## src/rtl/id_stage_fwd.sv

```systemverilog
// id_stage_fwd: registered RV32 decode stage with priority forwarding and load-use interlock
// Ports:
//   clk_i, rst_i                  clock, synchronous active-high reset
//   in_valid_i/in_ready_o         upstream handshake for inst_i/inst_addr_i
//   reg{1,2}_raddr_o/_re_o/_rdata_i  regfile read ports (same-cycle data)
//   fwd_we_i/pend_i/waddr_i/wdata_i  forwarding sources, index 0 highest priority
//   flush_i                       discard stage contents
//   out_valid_o/out_ready_i       downstream handshake for the ID/EX register
//   inst_o, inst_addr_o, op1_o, op2_o, reg_we_o, reg_waddr_o  ID/EX register fields
//   stall_cnt_o                   saturating count of load-use stall cycles
module id_stage_fwd #(
    parameter int ADDR_WIDTH  = 32,
    parameter int DATA_WIDTH  = 32,
    parameter int RADDR_WIDTH = 5,
    parameter int NUM_FWD     = 3,
    parameter int CNT_WIDTH   = 32
) (
    input  logic                           clk_i,
    input  logic                           rst_i,
    input  logic                           in_valid_i,
    output logic                           in_ready_o,
    input  logic [ADDR_WIDTH-1:0]          inst_addr_i,
    input  logic [DATA_WIDTH-1:0]          inst_i,
    output logic [RADDR_WIDTH-1:0]         reg1_raddr_o,
    output logic [RADDR_WIDTH-1:0]         reg2_raddr_o,
    output logic                           reg1_re_o,
    output logic                           reg2_re_o,
    input  logic [DATA_WIDTH-1:0]          reg1_rdata_i,
    input  logic [DATA_WIDTH-1:0]          reg2_rdata_i,
    input  logic [NUM_FWD-1:0]             fwd_we_i,
    input  logic [NUM_FWD-1:0]             fwd_pend_i,
    input  logic [NUM_FWD*RADDR_WIDTH-1:0] fwd_waddr_i,
    input  logic [NUM_FWD*DATA_WIDTH-1:0]  fwd_wdata_i,
    input  logic                           flush_i,
    output logic                           out_valid_o,
    input  logic                           out_ready_i,
    output logic [DATA_WIDTH-1:0]          inst_o,
    output logic [ADDR_WIDTH-1:0]          inst_addr_o,
    output logic [DATA_WIDTH-1:0]          op1_o,
    output logic [DATA_WIDTH-1:0]          op2_o,
    output logic                           reg_we_o,
    output logic [RADDR_WIDTH-1:0]         reg_waddr_o,
    output logic [CNT_WIDTH-1:0]           stall_cnt_o
);
    localparam logic [DATA_WIDTH-1:0] NOP = DATA_WIDTH'(32'h0000_0013);

    // Returns {pending, data}; lowest matching source wins, x0 is always zero and never pending.
    function automatic logic [DATA_WIDTH:0] resolve(
        input logic [RADDR_WIDTH-1:0]         a,
        input logic [DATA_WIDTH-1:0]          rdata,
        input logic [NUM_FWD-1:0]             we,
        input logic [NUM_FWD-1:0]             pend,
        input logic [NUM_FWD*RADDR_WIDTH-1:0] wa,
        input logic [NUM_FWD*DATA_WIDTH-1:0]  wd
    );
        logic [DATA_WIDTH:0] r;
        r = {1'b0, rdata};
        for (int k = NUM_FWD - 1; k >= 0; k--)
            if (we[k] && wa[k*RADDR_WIDTH +: RADDR_WIDTH] == a)
                r = {pend[k], wd[k*DATA_WIDTH +: DATA_WIDTH]};
        return (a == '0) ? '0 : r;
    endfunction

    logic                   is_i, is_r, is_lui, is_auipc, is_s, is_l, known, we_dec, hazard, accept;
    logic [RADDR_WIDTH-1:0] rs1, rs2, rd;
    logic [DATA_WIDTH:0]    f1, f2;
    logic [DATA_WIDTH-1:0]  imm_i, imm_u;

    logic                   valid_q, valid_d, we_q, we_d;
    logic [DATA_WIDTH-1:0]  inst_q, inst_d, op1_q, op1_d, op2_q, op2_d;
    logic [ADDR_WIDTH-1:0]  addr_q, addr_d;
    logic [RADDR_WIDTH-1:0] waddr_q, waddr_d;
    logic [CNT_WIDTH-1:0]   cnt_q, cnt_d;

    assign is_i     = inst_i[6:0] == 7'b0010011;
    assign is_r     = inst_i[6:0] == 7'b0110011;
    assign is_lui   = inst_i[6:0] == 7'b0110111;
    assign is_auipc = inst_i[6:0] == 7'b0010111;
    assign is_s     = inst_i[6:0] == 7'b0100011;
    assign is_l     = inst_i[6:0] == 7'b0000011;
    assign known    = is_i | is_r | is_lui | is_auipc | is_s | is_l;

    assign rs1   = RADDR_WIDTH'(inst_i[19:15]);
    assign rs2   = RADDR_WIDTH'(inst_i[24:20]);
    assign rd    = RADDR_WIDTH'(inst_i[11:7]);
    assign imm_i = {{(DATA_WIDTH-12){inst_i[31]}}, inst_i[31:20]};
    assign imm_u = DATA_WIDTH'({inst_i[31:12], 12'b0});

    assign reg1_re_o    = in_valid_i && (is_i || is_r || is_s || is_l);
    assign reg2_re_o    = in_valid_i && (is_r || is_s);
    assign reg1_raddr_o = reg1_re_o ? rs1 : '0;
    assign reg2_raddr_o = reg2_re_o ? rs2 : '0;

    // A disabled port reads address 0, so it resolves to zero and never raises a hazard.
    assign f1     = resolve(reg1_raddr_o, reg1_rdata_i, fwd_we_i, fwd_pend_i, fwd_waddr_i, fwd_wdata_i);
    assign f2     = resolve(reg2_raddr_o, reg2_rdata_i, fwd_we_i, fwd_pend_i, fwd_waddr_i, fwd_wdata_i);
    assign hazard = f1[DATA_WIDTH] | f2[DATA_WIDTH];
    assign we_dec = (is_i || is_r || is_lui || is_auipc || is_l) && rd != '0;

    assign in_ready_o = !rst_i && !flush_i && !hazard && (!valid_q || out_ready_i);
    assign accept     = in_valid_i && in_ready_o;

    always_comb begin
        valid_d = valid_q;
        inst_d  = inst_q;
        addr_d  = addr_q;
        op1_d   = op1_q;
        op2_d   = op2_q;
        we_d    = we_q;
        waddr_d = waddr_q;
        if (accept) begin
            valid_d = 1'b1;
            inst_d  = known ? inst_i : NOP;
            addr_d  = inst_addr_i;
            op1_d   = is_lui ? imm_u : is_auipc ? DATA_WIDTH'(inst_addr_i) : f1[DATA_WIDTH-1:0];
            op2_d   = is_i ? imm_i : (is_r || is_s) ? f2[DATA_WIDTH-1:0] : is_auipc ? imm_u : '0;
            we_d    = we_dec;
            waddr_d = we_dec ? rd : '0;
        end else if (flush_i || out_ready_i) begin
            valid_d = 1'b0;
            inst_d  = NOP;
            we_d    = 1'b0;
        end
        cnt_d = (in_valid_i && hazard && !flush_i && !(&cnt_q)) ? cnt_q + CNT_WIDTH'(1) : cnt_q;
    end

    always_ff @(posedge clk_i) begin
        if (rst_i) begin
            valid_q <= 1'b0;
            inst_q  <= NOP;
            addr_q  <= '0;
            op1_q   <= '0;
            op2_q   <= '0;
            we_q    <= 1'b0;
            waddr_q <= '0;
            cnt_q   <= '0;
        end else begin
            valid_q <= valid_d;
            inst_q  <= inst_d;
            addr_q  <= addr_d;
            op1_q   <= op1_d;
            op2_q   <= op2_d;
            we_q    <= we_d;
            waddr_q <= waddr_d;
            cnt_q   <= cnt_d;
        end
    end

    assign out_valid_o = valid_q;
    assign inst_o      = inst_q;
    assign inst_addr_o = addr_q;
    assign op1_o       = op1_q;
    assign op2_o       = op2_q;
    assign reg_we_o    = we_q;
    assign reg_waddr_o = waddr_q;
    assign stall_cnt_o = cnt_q;
endmodule

```

## config.mk

```make
export PLATFORM = sky130hd
export DESIGN_NAME = id_stage_fwd
export DESIGN_NICKNAME = d
export VERILOG_FILES = /design/src/rtl/id_stage_fwd.sv
export SDC_FILE = /design/constraint.sdc
export NUM_CORES = 1
export LEC_CHECK = 0
export ABC_CLOCK_PERIOD_IN_PS = 5000
export CAP_MARGIN = 10
export CORE_AREA = 3 3 165 167
export DETAILED_ROUTE_END_ITERATION = 8
export DIE_AREA = 0 0 168 170
export PLACE_DENSITY = 0.72
export REMOVE_ABC_BUFFERS = 1
export SLEW_MARGIN = 20
export SYNTH_ARGS = -nofsm -noshare
export SYNTH_HDL_FRONTEND = slang
export SYNTH_SLANG_ARGS = --single-unit
```

## constraint.sdc

```tcl
create_clock -name clk_i -period 5 [get_ports clk_i]
set_clock_uncertainty 0.1 [all_clocks]
set_input_delay 1 -clock clk_i [delete_from_list [all_inputs] [get_ports clk_i]]
set_output_delay 1 -clock clk_i [all_outputs]
set_load 0.005 [all_outputs]
```

==> impl_metrics.env <==
export IMPL_status="completed"
export IMPL_cp_arrival_ns=3.77
export IMPL_num_io_pins=430
export IMPL_setup_violations=0
export IMPL_globalplace_congestion=0.932
export IMPL_clockBufferDepth=2
export IMPL_worst_pin_slew_ns=0.901
export IMPL_yosysWarnings=0
export IMPL_syn2layout_area_growth_pct=58.9
export IMPL_synth_xor_area_share_pct=0.983
export IMPL_htree_levels=4
export IMPL_die_y_um=170
export IMPL_grt_start_max_net_pins=79
export IMPL_num_rows=59
export IMPL_required_ns=3.90
export IMPL_antenna_left=0
export IMPL_busiest_layer="met2"
export IMPL_grt_pass1_vias=11400
export IMPL_initial_core_util_pct=37.8
export IMPL_synth_adder_area_share_pct=0.128
export IMPL_hold_class="reg -> reg"
export IMPL_use_met2_pct=49.8
export IMPL_io_buffers=429
export IMPL_grt_util_all_layers_pct=31.3
export IMPL_fmax_mhz=205
export IMPL_nets=1971
export IMPL_power_per_cell_area_mw_per_mm2=210
export IMPL_core_area_sq_mm=0.0259
export IMPL_timing_hold_ws_ns=0.350
export IMPL_finish_utilization_pct=60.1
export IMPL_grt_pass1_wl_um=69500
export IMPL_wirelength_um=47200
export IMPL_detailedPlacementHpwl_um=34700
export IMPL_hold_path_depth=2
export IMPL_setup_ws_ns=0.129
export IMPL_avgSynthCellArea_sq_um=7.62
export IMPL_endpoint_kind="output port"
export IMPL_postSynthCellCount=1286
export IMPL_synth_edff_count=0
export IMPL_drtIter0Drc=1366
export IMPL_hold_viol=0
export IMPL_dr_total_vias=12100
export IMPL_slew_limit_headroom_pct=39.6
export IMPL_synth_compound_area_share_pct=20.1
export IMPL_cts_root_buf="clkbuf_16"
export IMPL_die_w_um=168
export IMPL_worstSkewPairLatency_ns=0.43
export IMPL_fin_crit_sh_pct=97.4
export IMPL_crit_fanout=3
export IMPL_slew_violations=0
export IMPL_max_cap_viol_count=0
export IMPL_clk_pin_slew_ns=0.06
export IMPL_postCtsHoldBufs=0
export IMPL_cts_tree="done"
export IMPL_rrSetupSlack_ns=2.03
export IMPL_tns_ns=0
export IMPL_startpoint_type="input pin"
export IMPL_reg2regPathDepth=9
export IMPL_drt_wirelength_per_cell_um=22.8
export IMPL_place_ws_ns=-0.717
export IMPL_cts_sinks=167
export IMPL_drc=0
export IMPL_dr_pass1_iters=5
export IMPL_grt_util_met1_pct=39.9
export IMPL_die_area_sq_mm=0.0286
export IMPL_timing_worst_setup_path_type="in -> out"
export IMPL_antenna_found_initial=6
export IMPL_cts_inserted_buffers=17
export IMPL_leakage_nw=6.05
export IMPL_rsz0062_at_grt="no"
export IMPL_synth_top_family_by_area="simple AND/OR/NAND/NOR gates"
export IMPL_synthSimpleGateAreaFrac_pct=27.8
export IMPL_period_needed_ns=4.87
export IMPL_syn_area_sq_mm=0.00980
export IMPL_max_vdd_ir_drop_mv=0.157
export IMPL_synthArstFlopShare_pct=0
export IMPL_yosysSeqAreaShare_pct=34.1
export IMPL_use_met3_pct=9.01
export IMPL_vias_per_cell=5.83
export IMPL_synthMuxAreaShare_pct=10.2
export IMPL_synthFlopType="dfxtp_1"
export IMPL_ys_ff_latch=167
export IMPL_drive_gt1_share_pct=9.81
export IMPL_globalRouteOverflowTotal=0
export IMPL_synth_cell_type_count=61
[kinds of logic (layout without fill, tap and decap cells)]
group                      Yosys count  count (layout)
AOI/OAI and AO/OA                  273             273
xor gates and xnor gates            11              11
other                                0               4
muxes                               98              98
adders and majority gates            1               1
and+or+nand+nor                    571             571
buffers and inverters              165             612
DFF                                167             167
[where the power goes]
group	switching (W)	internal [W]	total [W]	leakage (nW)
Combinational	0.000255	0.000316	0.000572	4.42
Clock	0.000623	0.000713	0.00134	0.279
Sequential	0.0000123	0.00135	0.00136	1.35
[stage by stage]
stage / area, sq um / total power [W] / std cells
after floorplan: 9320 / 0.00154 / 1169
after global placement: 14900 / 0.00195 / 2033
after detailed placement: 14900 / 0.00195 / 2033
after CTS: 15500 / 0.00328 / 2069
after global routing: 15600 / 0.00338 / 2072
final: 15600 / 0.00327 / 2072
[worst max-delay path: stages]
cell and delay [ns]:
clkdlybuf4s50_1 0.41, and4bb_4 0.39, nand3_2 0.10, a221o_1 0.35
or3_4 0.39, a311o_1 0.39, a22o_1 0.25, a2111oi_4 0.23
clkdlybuf4s15_1 0.26
[registers in the layout, summed over array words and instances (netlist names)]
register     flops
op2_o           32
reg_we_o         1
op1_o           32
inst_addr_o     32
stall_cnt_o     32
out_valid_o      1
inst_o          32
reg_waddr_o      5
[synthesized netlist by cell type (9+ instances only)]
| cell | number | share of area (%) |
|---|---|---|
| nor3_1 | 59 | 3.0 |
| a22oi_1 | 13 | 1.0 |
| and3_1 | 16 | 1.0 |
| xnor2_1 | 9 | 0.80 |
| dfxtp_1 | 167 | 34 |
| a221oi_1 | 13 | 1.2 |
| nand2b_1 | 9 | 0.57 |
| a211oi_1 | 45 | 3.4 |
| nand3_1 | 99 | 5.1 |
| or4_1 | 11 | 0.84 |
| nor2_1 | 124 | 4.7 |
| inv_1 | 48 | 1.8 |
| nand4_1 | 9 | 0.57 |
| nand3b_1 | 19 | 1.5 |
| clkbuf_1 | 82 | 3.1 |
| a31oi_1 | 9 | 0.57 |
| a21oi_1 | 82 | 4.2 |
| a221o_1 | 22 | 2.2 |
| mux2i_1 | 84 | 8.6 |
| nor2b_1 | 17 | 1.1 |
| o21ai_0 | 21 | 1.1 |
| mux2_2 | 12 | 1.4 |
| buf_2 | 27 | 1.4 |
| o221ai_1 | 34 | 3.0 |
| nand2_1 | 170 | 6.5 |
| or3_1 | 13 | 0.83 |
[repair_timing]
| action | CTS | global route |
|---|---|---|
| resized for setup | 7 | 5 |
| pin swaps | 6 | 3 |
| endpoints found under the setup margin | 1 | 1 |
| buffers inserted | 4 | 0 |
[area by class of cell]
type	instances	area (sq um)
well taps	335	419
inverters	48	180
clock inverters	14	136
clock buffers	18	439
repair buffers	532	5150
flip-flops and latches	167	3340
multi-input cells	954	5900
fillers	2386	10300
diodes	4	10.0
[layout by cell type (no fill, tap or decap), types with 17 or more instances in the layout]
cell             Yosys  final
inv_1               48     48
nand3b_1            19     19
o21ai_0             21     21
nor2b_1             17     17
nor3_1              59     57
dfxtp_1            167    167
o221ai_1            34     34
nor2_1             124    123
nand2_1            170    170
nand3_1             99     97
clkdlybuf4s50_1      0    426
mux2i_1             84     84
a221o_1             22     21
a21oi_1             82     82
clkbuf_16            0     17
a211oi_1            45     44
buf_4                2     97
[routing by layer]
layer  share of wire (%)  routed length, um  up-vias
li1                    -                  -     5537
met1                  40              18800     5765
met2                  46              21600      650
met3                  10               4720      117
met4                 4.3               2020        4
met5               0.066                 31        -
[worst paths after layout]
path	startpoint	end
setup / recovery	inst_i[6]	in_ready_o
hold reg to reg	op1_o[27]$_SDFFE_PP0P_	op1_o[27]$_SDFFE_PP0P_
hold / removal	op1_o[27]$_SDFFE_PP0P_	op1_o[27]$_SDFFE_PP0P_
setup reg to reg	stall_cnt_o[5]$_SDFFE_PP0P_	stall_cnt_o[28]$_SDFFE_PP0P_
Note: power is estimated with default switching activity, not from simulation.
